===== config.mk =====
export PLATFORM = sky130hd
export DESIGN_NAME = ahb_led_pwm_flat
export DESIGN_NICKNAME = d
export VERILOG_FILES = /design/src/rtl/ahb_led_pwm_if.sv /design/src/rtl/ahb_led_pwm.sv /design/src/flat_wrapper.sv
export SDC_FILE = /design/constraint.sdc
export NUM_CORES = 1
export LEC_CHECK = 0
export CAP_MARGIN = 20
export CELL_PAD_IN_SITES_DETAIL_PLACEMENT = 1
export CELL_PAD_IN_SITES_GLOBAL_PLACEMENT = 2
export CORE_ASPECT_RATIO = 0.6
export CORE_MARGIN = 2
export CORE_UTILIZATION = 35
export DETAILED_ROUTE_END_ITERATION = 16
export GPL_TIMING_DRIVEN = 0
export PLACE_DENSITY_LB_ADDON = 0.15
export SYNTH_ARGS = -nofsm -noshare
export SYNTH_HDL_FRONTEND = slang
export SYNTH_SLANG_ARGS = --single-unit

===== constraint.sdc =====
create_clock -name sys_clock -period 3.05 [get_ports sys_clock]
set_clock_uncertainty 0.15 [all_clocks]
set_input_delay 0.4575 -clock sys_clock [delete_from_list [all_inputs] [get_ports sys_clock]]
set_output_delay 0.4575 -clock sys_clock [all_outputs]
set_load 0.03 [all_outputs]

===== src/rtl/ahb_led_pwm_if.sv =====
// AHB-Lite bus bundle between the RISC-V core's mem_ahb master port and the LED PWM slave.
interface ahb_led_pwm_if;
    logic [1:0]  htrans;
    logic        hready;
    logic        hwrite;
    logic [31:0] haddr;
    logic [2:0]  hsize;
    logic [2:0]  hburst;
    logic [31:0] hwdata;
    logic        hreadyout;
    logic        hresp;
    logic [31:0] hrdata;

    modport master (
        output htrans, hready, hwrite, haddr, hsize, hburst, hwdata,
        input  hreadyout, hresp, hrdata
    );

    modport slave (
        input  htrans, hready, hwrite, haddr, hsize, hburst, hwdata,
        output hreadyout, hresp, hrdata
    );
endinterface


===== src/rtl/ahb_led_pwm.sv =====
// Zero-wait AHB-Lite slave driving LED_D2/LED_D3 with 8-bit PWM and optional blink gating.
module ahb_led_pwm #(
    parameter logic [31:0] ID_VALUE = 32'h4C45_4431,
    parameter int          PRESC_W  = 16
) (
    input  logic         sys_clock,
    input  logic         resetn,
    ahb_led_pwm_if.slave mem_ahb,
    output logic         LED_D2,
    output logic         LED_D3
);
    logic               dp_valid;
    logic               dp_write;
    logic [2:0]         dp_addr;
    logic [3:0]         dp_strb;
    logic [3:0]         ap_strb;
    logic [31:0]        wmask;
    logic               wr_en;
    logic               presc_wr;

    logic [4:0]         ctrl_r;
    logic [PRESC_W-1:0] presc_r;
    logic [15:0]        duty_r;
    logic [15:0]        blink_r;

    logic [PRESC_W-1:0] presc_cnt;
    logic [7:0]         pwm_cnt;
    logic [15:0]        blink_cnt;
    logic               phase;
    logic               running;
    logic               tick;
    logic               wrap;
    logic               on0;
    logic               on1;
    logic               unused_bits;

    assign mem_ahb.hreadyout = 1'b1;
    assign mem_ahb.hresp     = 1'b0;
    assign unused_bits       = ^{mem_ahb.haddr[31:5], mem_ahb.hburst, mem_ahb.htrans[0]};

    // Byte lanes touched by the transfer; anything wider than a word acts as a word.
    always_comb begin
        case (mem_ahb.hsize)
            3'd0:    ap_strb = 4'b0001 << mem_ahb.haddr[1:0];
            3'd1:    ap_strb = mem_ahb.haddr[1] ? 4'b1100 : 4'b0011;
            default: ap_strb = 4'b1111;
        endcase
    end

    always_ff @(posedge sys_clock or negedge resetn) begin
        if (!resetn) begin
            dp_valid <= 1'b0;
            dp_write <= 1'b0;
            dp_addr  <= '0;
            dp_strb  <= '0;
        end else begin
            dp_valid <= mem_ahb.hready & mem_ahb.htrans[1];
            dp_write <= mem_ahb.hwrite;
            dp_addr  <= mem_ahb.haddr[4:2];
            dp_strb  <= ap_strb;
        end
    end

    assign wmask    = {{8{dp_strb[3]}}, {8{dp_strb[2]}}, {8{dp_strb[1]}}, {8{dp_strb[0]}}};
    assign wr_en    = dp_valid & dp_write;
    assign presc_wr = wr_en & (dp_addr == 3'd1);

    always_ff @(posedge sys_clock or negedge resetn) begin
        if (!resetn) begin
            ctrl_r  <= '0;
            presc_r <= '0;
            duty_r  <= '0;
            blink_r <= '0;
        end else if (wr_en) begin
            case (dp_addr)
                3'd0: if (dp_strb[0]) ctrl_r <= mem_ahb.hwdata[4:0];
                3'd1: presc_r <= (presc_r & ~wmask[PRESC_W-1:0])
                               | (mem_ahb.hwdata[PRESC_W-1:0] & wmask[PRESC_W-1:0]);
                3'd2: duty_r  <= (duty_r & ~wmask[15:0]) | (mem_ahb.hwdata[15:0] & wmask[15:0]);
                3'd3: blink_r <= (blink_r & ~wmask[15:0]) | (mem_ahb.hwdata[15:0] & wmask[15:0]);
                default: ;
            endcase
        end
    end

    always_comb begin
        mem_ahb.hrdata = 32'd0;
        if (dp_valid && !dp_write) begin
            case (dp_addr)
                3'd0:    mem_ahb.hrdata = {27'd0, ctrl_r};
                3'd1:    mem_ahb.hrdata = 32'(presc_r);
                3'd2:    mem_ahb.hrdata = {16'd0, duty_r};
                3'd3:    mem_ahb.hrdata = {16'd0, blink_r};
                3'd4:    mem_ahb.hrdata = {23'd0, phase, pwm_cnt};
                3'd5:    mem_ahb.hrdata = ID_VALUE;
                default: mem_ahb.hrdata = 32'd0;
            endcase
        end
    end

    assign running = ctrl_r[0] | ctrl_r[1];
    assign tick    = (presc_cnt == presc_r);
    assign wrap    = tick & (pwm_cnt == 8'hFF);

    // A PRESC write outranks a coincident tick so the time base restarts cleanly.
    always_ff @(posedge sys_clock or negedge resetn) begin
        if (!resetn) begin
            presc_cnt <= '0;
            pwm_cnt   <= '0;
            blink_cnt <= '0;
            phase     <= 1'b0;
        end else if (presc_wr || !running) begin
            presc_cnt <= '0;
            pwm_cnt   <= '0;
            blink_cnt <= '0;
            phase     <= 1'b0;
        end else begin
            presc_cnt <= tick ? '0 : presc_cnt + PRESC_W'(1);
            if (tick)
                pwm_cnt <= pwm_cnt + 8'd1;
            if (wrap) begin
                if (blink_cnt == blink_r) begin
                    blink_cnt <= '0;
                    phase     <= ~phase;
                end else begin
                    blink_cnt <= blink_cnt + 16'd1;
                end
            end
        end
    end

    assign on0 = ctrl_r[0] & (pwm_cnt < duty_r[7:0])  & (~ctrl_r[2] | phase);
    assign on1 = ctrl_r[1] & (pwm_cnt < duty_r[15:8]) & (~ctrl_r[3] | phase);

    always_ff @(posedge sys_clock or negedge resetn) begin
        if (!resetn) begin
            LED_D2 <= 1'b1;
            LED_D3 <= 1'b1;
        end else begin
            LED_D2 <= ctrl_r[4] ? on0 : ~on0;
            LED_D3 <= ctrl_r[4] ? on1 : ~on1;
        end
    end
endmodule


===== src/flat_wrapper.sv =====
// flat-port wrapper written by rule: the top's interface ports become plain ports
module ahb_led_pwm_flat 
#(
    parameter logic [31:0] ID_VALUE = 32'h4C45_4431,
    parameter int          PRESC_W  = 16
)
  (sys_clock, resetn, LED_D2, LED_D3, mem_ahb_htrans, mem_ahb_hready, mem_ahb_hwrite, mem_ahb_haddr, mem_ahb_hsize, mem_ahb_hburst, mem_ahb_hwdata, mem_ahb_hreadyout, mem_ahb_hresp, mem_ahb_hrdata);
  ahb_led_pwm_if mem_ahb_i ();
  input  logic sys_clock;
  input  logic resetn;
  output logic LED_D2;
  output logic LED_D3;
  input wire logic [$bits(mem_ahb_i.htrans)-1:0] mem_ahb_htrans;
  input wire logic [$bits(mem_ahb_i.hready)-1:0] mem_ahb_hready;
  input wire logic [$bits(mem_ahb_i.hwrite)-1:0] mem_ahb_hwrite;
  input wire logic [$bits(mem_ahb_i.haddr)-1:0] mem_ahb_haddr;
  input wire logic [$bits(mem_ahb_i.hsize)-1:0] mem_ahb_hsize;
  input wire logic [$bits(mem_ahb_i.hburst)-1:0] mem_ahb_hburst;
  input wire logic [$bits(mem_ahb_i.hwdata)-1:0] mem_ahb_hwdata;
  output wire logic [$bits(mem_ahb_i.hreadyout)-1:0] mem_ahb_hreadyout;
  output wire logic [$bits(mem_ahb_i.hresp)-1:0] mem_ahb_hresp;
  output wire logic [$bits(mem_ahb_i.hrdata)-1:0] mem_ahb_hrdata;
  assign mem_ahb_i.htrans = mem_ahb_htrans;
  assign mem_ahb_i.hready = mem_ahb_hready;
  assign mem_ahb_i.hwrite = mem_ahb_hwrite;
  assign mem_ahb_i.haddr = mem_ahb_haddr;
  assign mem_ahb_i.hsize = mem_ahb_hsize;
  assign mem_ahb_i.hburst = mem_ahb_hburst;
  assign mem_ahb_i.hwdata = mem_ahb_hwdata;
  assign mem_ahb_hreadyout = mem_ahb_i.hreadyout;
  assign mem_ahb_hresp = mem_ahb_i.hresp;
  assign mem_ahb_hrdata = mem_ahb_i.hrdata;
  ahb_led_pwm #(.ID_VALUE(ID_VALUE), .PRESC_W(PRESC_W)) u_core (.sys_clock(sys_clock), .resetn(resetn), .mem_ahb(mem_ahb_i), .LED_D2(LED_D2), .LED_D3(LED_D3));
endmodule

==> impl_table.tex <==
\begin{tabular}{lr}
\hline
Metric & Value \\
\hline
\multicolumn{2}{l}{\textbf{Critical path}} \\
CP Data Arrival Time & 2300 ps \\
Cell chain of the critical path & buf\_2 -> nor2b\_1 -> clkbuf\_1 -> a22oi\_1 -> o22a\_1 -> nor2\_1 -> dlygate4sd2\_1 \\
Data required time at the worst endpoint & 2440 ps \\
Kind of capture point of the worst setup path & output pin \\
Slowest cell delay on critical path & 410 ps \\
Worst reg2reg endpoint & u\_core.blink\_cnt[2]\$\_DFFE\_PN0P\_ \\
Register-to-Register Setup Slack & 370 ps \\
Kind of critical path & reg -> out \\
Slowest library cell on the worst path & sky130\_fd\_sc\_hd\_\_dlygate4sd2\_1 \\
Top fanout value on the critical path & 10 \\
Critical Path Sink & mem\_ahb\_hrdata[7] \\
Worst setup path start & u\_core.dp\_addr[2]\$\_DFF\_PN0\_ \\
Startpoint kind of the worst setup timing path & register \\
R2R Path Start & u\_core.presc\_cnt[10]\$\_DFF\_PN0\_ \\
Length in cells of the worst reg-to-reg path & 8 \\
\multicolumn{2}{l}{\textbf{Power and ir drop}} \\
P\_int & 2.617 mW \\
Proportion of total power due to net switching & 0.3134 \\
Pwr per Cell Area & 545.1 nW/µm² \\
Final Total Pwr & 3.811 mW \\
Psw & 1.195 mW \\
Clock network fraction of design power & 0.314 \\
Relative contribution of combinational cells to total power & 0.225 \\
Share of power burned in registers & 0.460 \\
Peak supply drop & 0.2577 mV \\
Static leakage power & 3.079 nW \\
\multicolumn{2}{l}{\textbf{Clock tree}} \\
H-tree depth & 3 \\
Clock slew at the register clock pins of the worst setup and hold paths & 70 ps \\
TritonCTS Sinks & 103 \\
Clk Latency, worst-skew pair & 350 ps \\
Clock root buffer master & sky130\_fd\_sc\_hd\_\_clkbuf\_16 \\
Max Buffers Root-to-Sink & 2 \\
CTS tree & yes \\
CTS Buf Count & 9 \\
\multicolumn{2}{l}{\textbf{STA}} \\
Worst slew margin relative to its limit & 0.4954 \\
Hold Violations, Final & 0 \\
Worst hold slack & 372.7 ps \\
Slew Limit Fails & 0 \\
Worst slew pin tran & 751.1 ps \\
Final period util & 0.9530 \\
Total negative setup slack & 0 ps \\
RSZ-0062 raised after global routing & no \\
Peak Freq & 0.3441 GHz \\
Smallest setup slack after layout & 143.5 ps \\
Final critical path time including I/O delays and setup & 2907 ps \\
Setup-violating endpoint count in the final report & 0 \\
\multicolumn{2}{l}{\textbf{Global routing}} \\
Wire length of the first global-routing pass & 28150 µm \\
Largest net degree at the start of global routing & 67 \\
Tot GR Track Use & 0.2099 \\
Number of global-route vias before repair & 4858 \\
GR Overflow Total & 0 \\
Number of antenna violations at the first check in global routing & 0 \\
\multicolumn{2}{l}{\textbf{Die}} \\
Initial cell density of the core & 0.3580 \\
Horiz. Die Dim & 170.5 µm \\
Number of cell rows & 36 \\
I/O pins & 112 \\
Vert. Die Dim & 103.9 µm \\
Core area & 16260 µm² \\
Die ar. & 17710 µm² \\
\multicolumn{2}{l}{\textbf{Synthesis}} \\
Netlist area before placement & 5821 µm² \\
Yosys warning total & 0 \\
Fraction of registers with async set or reset after synthesis & 1.000 \\
Dominant register cell in the synthesized netlist & sky130\_fd\_sc\_hd\_\_dfrtp\_1 \\
Distinct cell type count of the synthesized netlist & 51 \\
Average footprint of a synthesized cell & 9.882 µm² \\
Part of the Yosys area used for sequential elements & 0.4433 \\
Number of flops mapped to enable cells by yosys & 0 \\
Gate count of the mapped netlist & 589 \\
Register bit total from synthesis & 103 \\
\multicolumn{2}{l}{\textbf{Finish}} \\
Finished layout cell area & 6992 µm² \\
Number of cells in the finished layout apart from fillers & 896 \\
Number of nets in the finished design & 756 \\
Commonest non-fill, non-tap cell in the layout & sky130\_fd\_sc\_hd\_\_dfrtp\_1 \\
Layout overhead on the synthesized area & 20.12\% \\
Antenna fix cells & 0 \\
Layout cell share with drive strength beyond 1 & 0.1737 \\
Final core utilization & 0.4300 \\
Most frequent cells in the layout & sky130\_fd\_sc\_hd\_\_dfrtp\_1, sky130\_fd\_sc\_hd\_\_nor2\_1, sky130\_fd\_sc\_hd\_\_mux2\_2, sky130\_fd\_sc\_hd\_\_xnor2\_1, sky130\_fd\_sc\_hd\_\_nand2\_1 \\
Count of fill cells added during filler insertion & 1850 \\
\multicolumn{2}{l}{\textbf{Routing}} \\
Number of violations reported at the end of detailed-routing iteration 0 & 197 \\
Vias after detailed routing & 4623 \\
\# DRC & 0 \\
Drt wl/cell & 19.82 µm \\
1st-pass router iterations & 4 \\
Vias per std cell & 5.160 \\
Routed wire length & 17760 µm \\
Post-DRT Antenna Nets & 0 \\
\multicolumn{2}{l}{\textbf{Min path}} \\
Classification of the worst-slack hold path & reg -> reg \\
Number of cells on the worst hold path & 1 \\
\multicolumn{2}{l}{\textbf{Job}} \\
Maxcap violations & 0 \\
\multicolumn{2}{l}{\textbf{Placement}} \\
Post-Place Cells & 880 \\
Last weighted congestion value of the routability-driven placer & 0.8182 \\
Worst slack at placement & -310.2 ps \\
Number of port buffers & 52 \\
Placed wire-length estimate after detailed placement & 13920 µm \\
Post-placement cell area & 6689 µm² \\
\multicolumn{2}{l}{\textbf{Status}} \\
Outcome & finished, final reports clean \\
\hline
\end{tabular}
worst min-delay path by stage:
stage / start / end / slack (ps)
after floorplan: resetn / async pin / 10
after global routing: mem_ahb_haddr[4] / u_core.dp_addr[2]$_DFF_PN0_ / 380
after detailed placement: resetn / u_core.blink_cnt[2]$_DFFE_PN0P_ / 320
after global placement: register / register / 340
final: register / register / 370
after CTS: register / register / 380
critical path: cells and delay by family (launching register included):
family	cells	cell delay [ps]
DFF	1	400
AOI/OAI and AO/OA	2	380
buffers and inverters	3	940
and+or+nand+nor	2	230
layer usage:
| metal | up-vias | share of wire | track usage | routed length (µm) |
|---|---|---|---|---|
| met5 | - | 0 | 0 | 0 |
| met4 | 0 | 0.0043 | 0.03602 | 76 |
| met3 | 7 | 0.047 | 0.03120 | 838 |
| met2 | 100 | 0.41 | 0.2930 | 7335 |
| met1 | 2346 | 0.54 | 0.3410 | 9507 |
| li1 | 2170 | - | - | - |
kinds of logic after synthesis:
kind of cell | Yosys count | share of synthesized area
flip-flops | 103 | 0.4432
AO/OA/AOI/OAI | 98 | 0.1030
buffers and inverters | 62 | 0.05417
multiplexers | 54 | 0.1032
other | 2 | 0.001290
XOR/XNOR | 55 | 0.08405
AND/OR/NAND/NOR | 198 | 0.1746
adder cells (fa/ha/maj) | 17 | 0.03654
synth_stat cells, types with 2 or more instances:
cell type,number,share of area
sky130_fd_sc_hd__ha_1,17,0.037
sky130_fd_sc_hd__conb_1,2,0.0013
sky130_fd_sc_hd__nor2b_1,12,0.013
sky130_fd_sc_hd__nand3_1,15,0.013
sky130_fd_sc_hd__inv_1,18,0.012
sky130_fd_sc_hd__or4_1,3,0.0039
sky130_fd_sc_hd__nand4_1,14,0.015
sky130_fd_sc_hd__mux2_2,48,0.093
sky130_fd_sc_hd__clkbuf_1,18,0.012
sky130_fd_sc_hd__dfrtp_1,101,0.43
sky130_fd_sc_hd__nand2b_1,8,0.0086
sky130_fd_sc_hd__dfstp_2,2,0.0090
sky130_fd_sc_hd__nand2_1,38,0.025
sky130_fd_sc_hd__nor4_4,2,0.0073
sky130_fd_sc_hd__a21oi_1,24,0.021
sky130_fd_sc_hd__xnor2_1,43,0.065
sky130_fd_sc_hd__a22oi_1,13,0.017
sky130_fd_sc_hd__and3_1,10,0.011
sky130_fd_sc_hd__nor2_1,64,0.041
sky130_fd_sc_hd__a211oi_1,2,0.0026
sky130_fd_sc_hd__buf_2,6,0.0052
sky130_fd_sc_hd__a32o_1,2,0.0034
sky130_fd_sc_hd__and2_1,3,0.0032
sky130_fd_sc_hd__o21ai_1,21,0.018
sky130_fd_sc_hd__o22a_1,5,0.0075
sky130_fd_sc_hd__mux2i_1,6,0.010
sky130_fd_sc_hd__o2111ai_1,2,0.0030
sky130_fd_sc_hd__o21ai_0,18,0.015
sky130_fd_sc_hd__and4_1,3,0.0045
sky130_fd_sc_hd__nand3b_1,6,0.0077
sky130_fd_sc_hd__buf_4,18,0.023
sky130_fd_sc_hd__a21o_1,4,0.0052
sky130_fd_sc_hd__xor2_1,11,0.017
sky130_fd_sc_hd__or3_1,8,0.0086
sky130_fd_sc_hd__nor3_1,6,0.0052
layout make-up:
| type | instances | area [µm²] | share of cell area |
|---|---|---|---|
| multi-input cells | 434 | 2968 | 0.4245 |
| flip-flops and latches | 103 | 2582 | 0.3694 |
| repair buffers | 54 | 529.3 | 0.07570 |
| well taps | 228 | 285.3 | 0.04080 |
| plain buffers | 43 | 257.7 | 0.03686 |
| clock buffers | 12 | 246.5 | 0.03525 |
| inverters | 18 | 67.56 | 0.009664 |
| clock inverters | 4 | 55.05 | 0.007874 |
repair_timing:
item	4_1_cts	5_1_grt
hold endpoints to repair	37	0
setup buffers	0	0
hold buffers	1	0
resized for setup	31	9
setup endpoints to repair	22	13
power by group through the flow:
stage          Sequential [mW]  Clock, mW  Combinational (mW)
2_1_floorplan             1.73          0               0.564
3_3_place_gp              1.77          0               0.839
3_5_place_dp              1.78          0               0.868
4_1_cts                   1.76       1.23               0.870
5_1_grt                   1.78       1.29               0.955
6_report                  1.75       1.20               0.859
No activity file was read; power rests on OpenSTA's default activity.
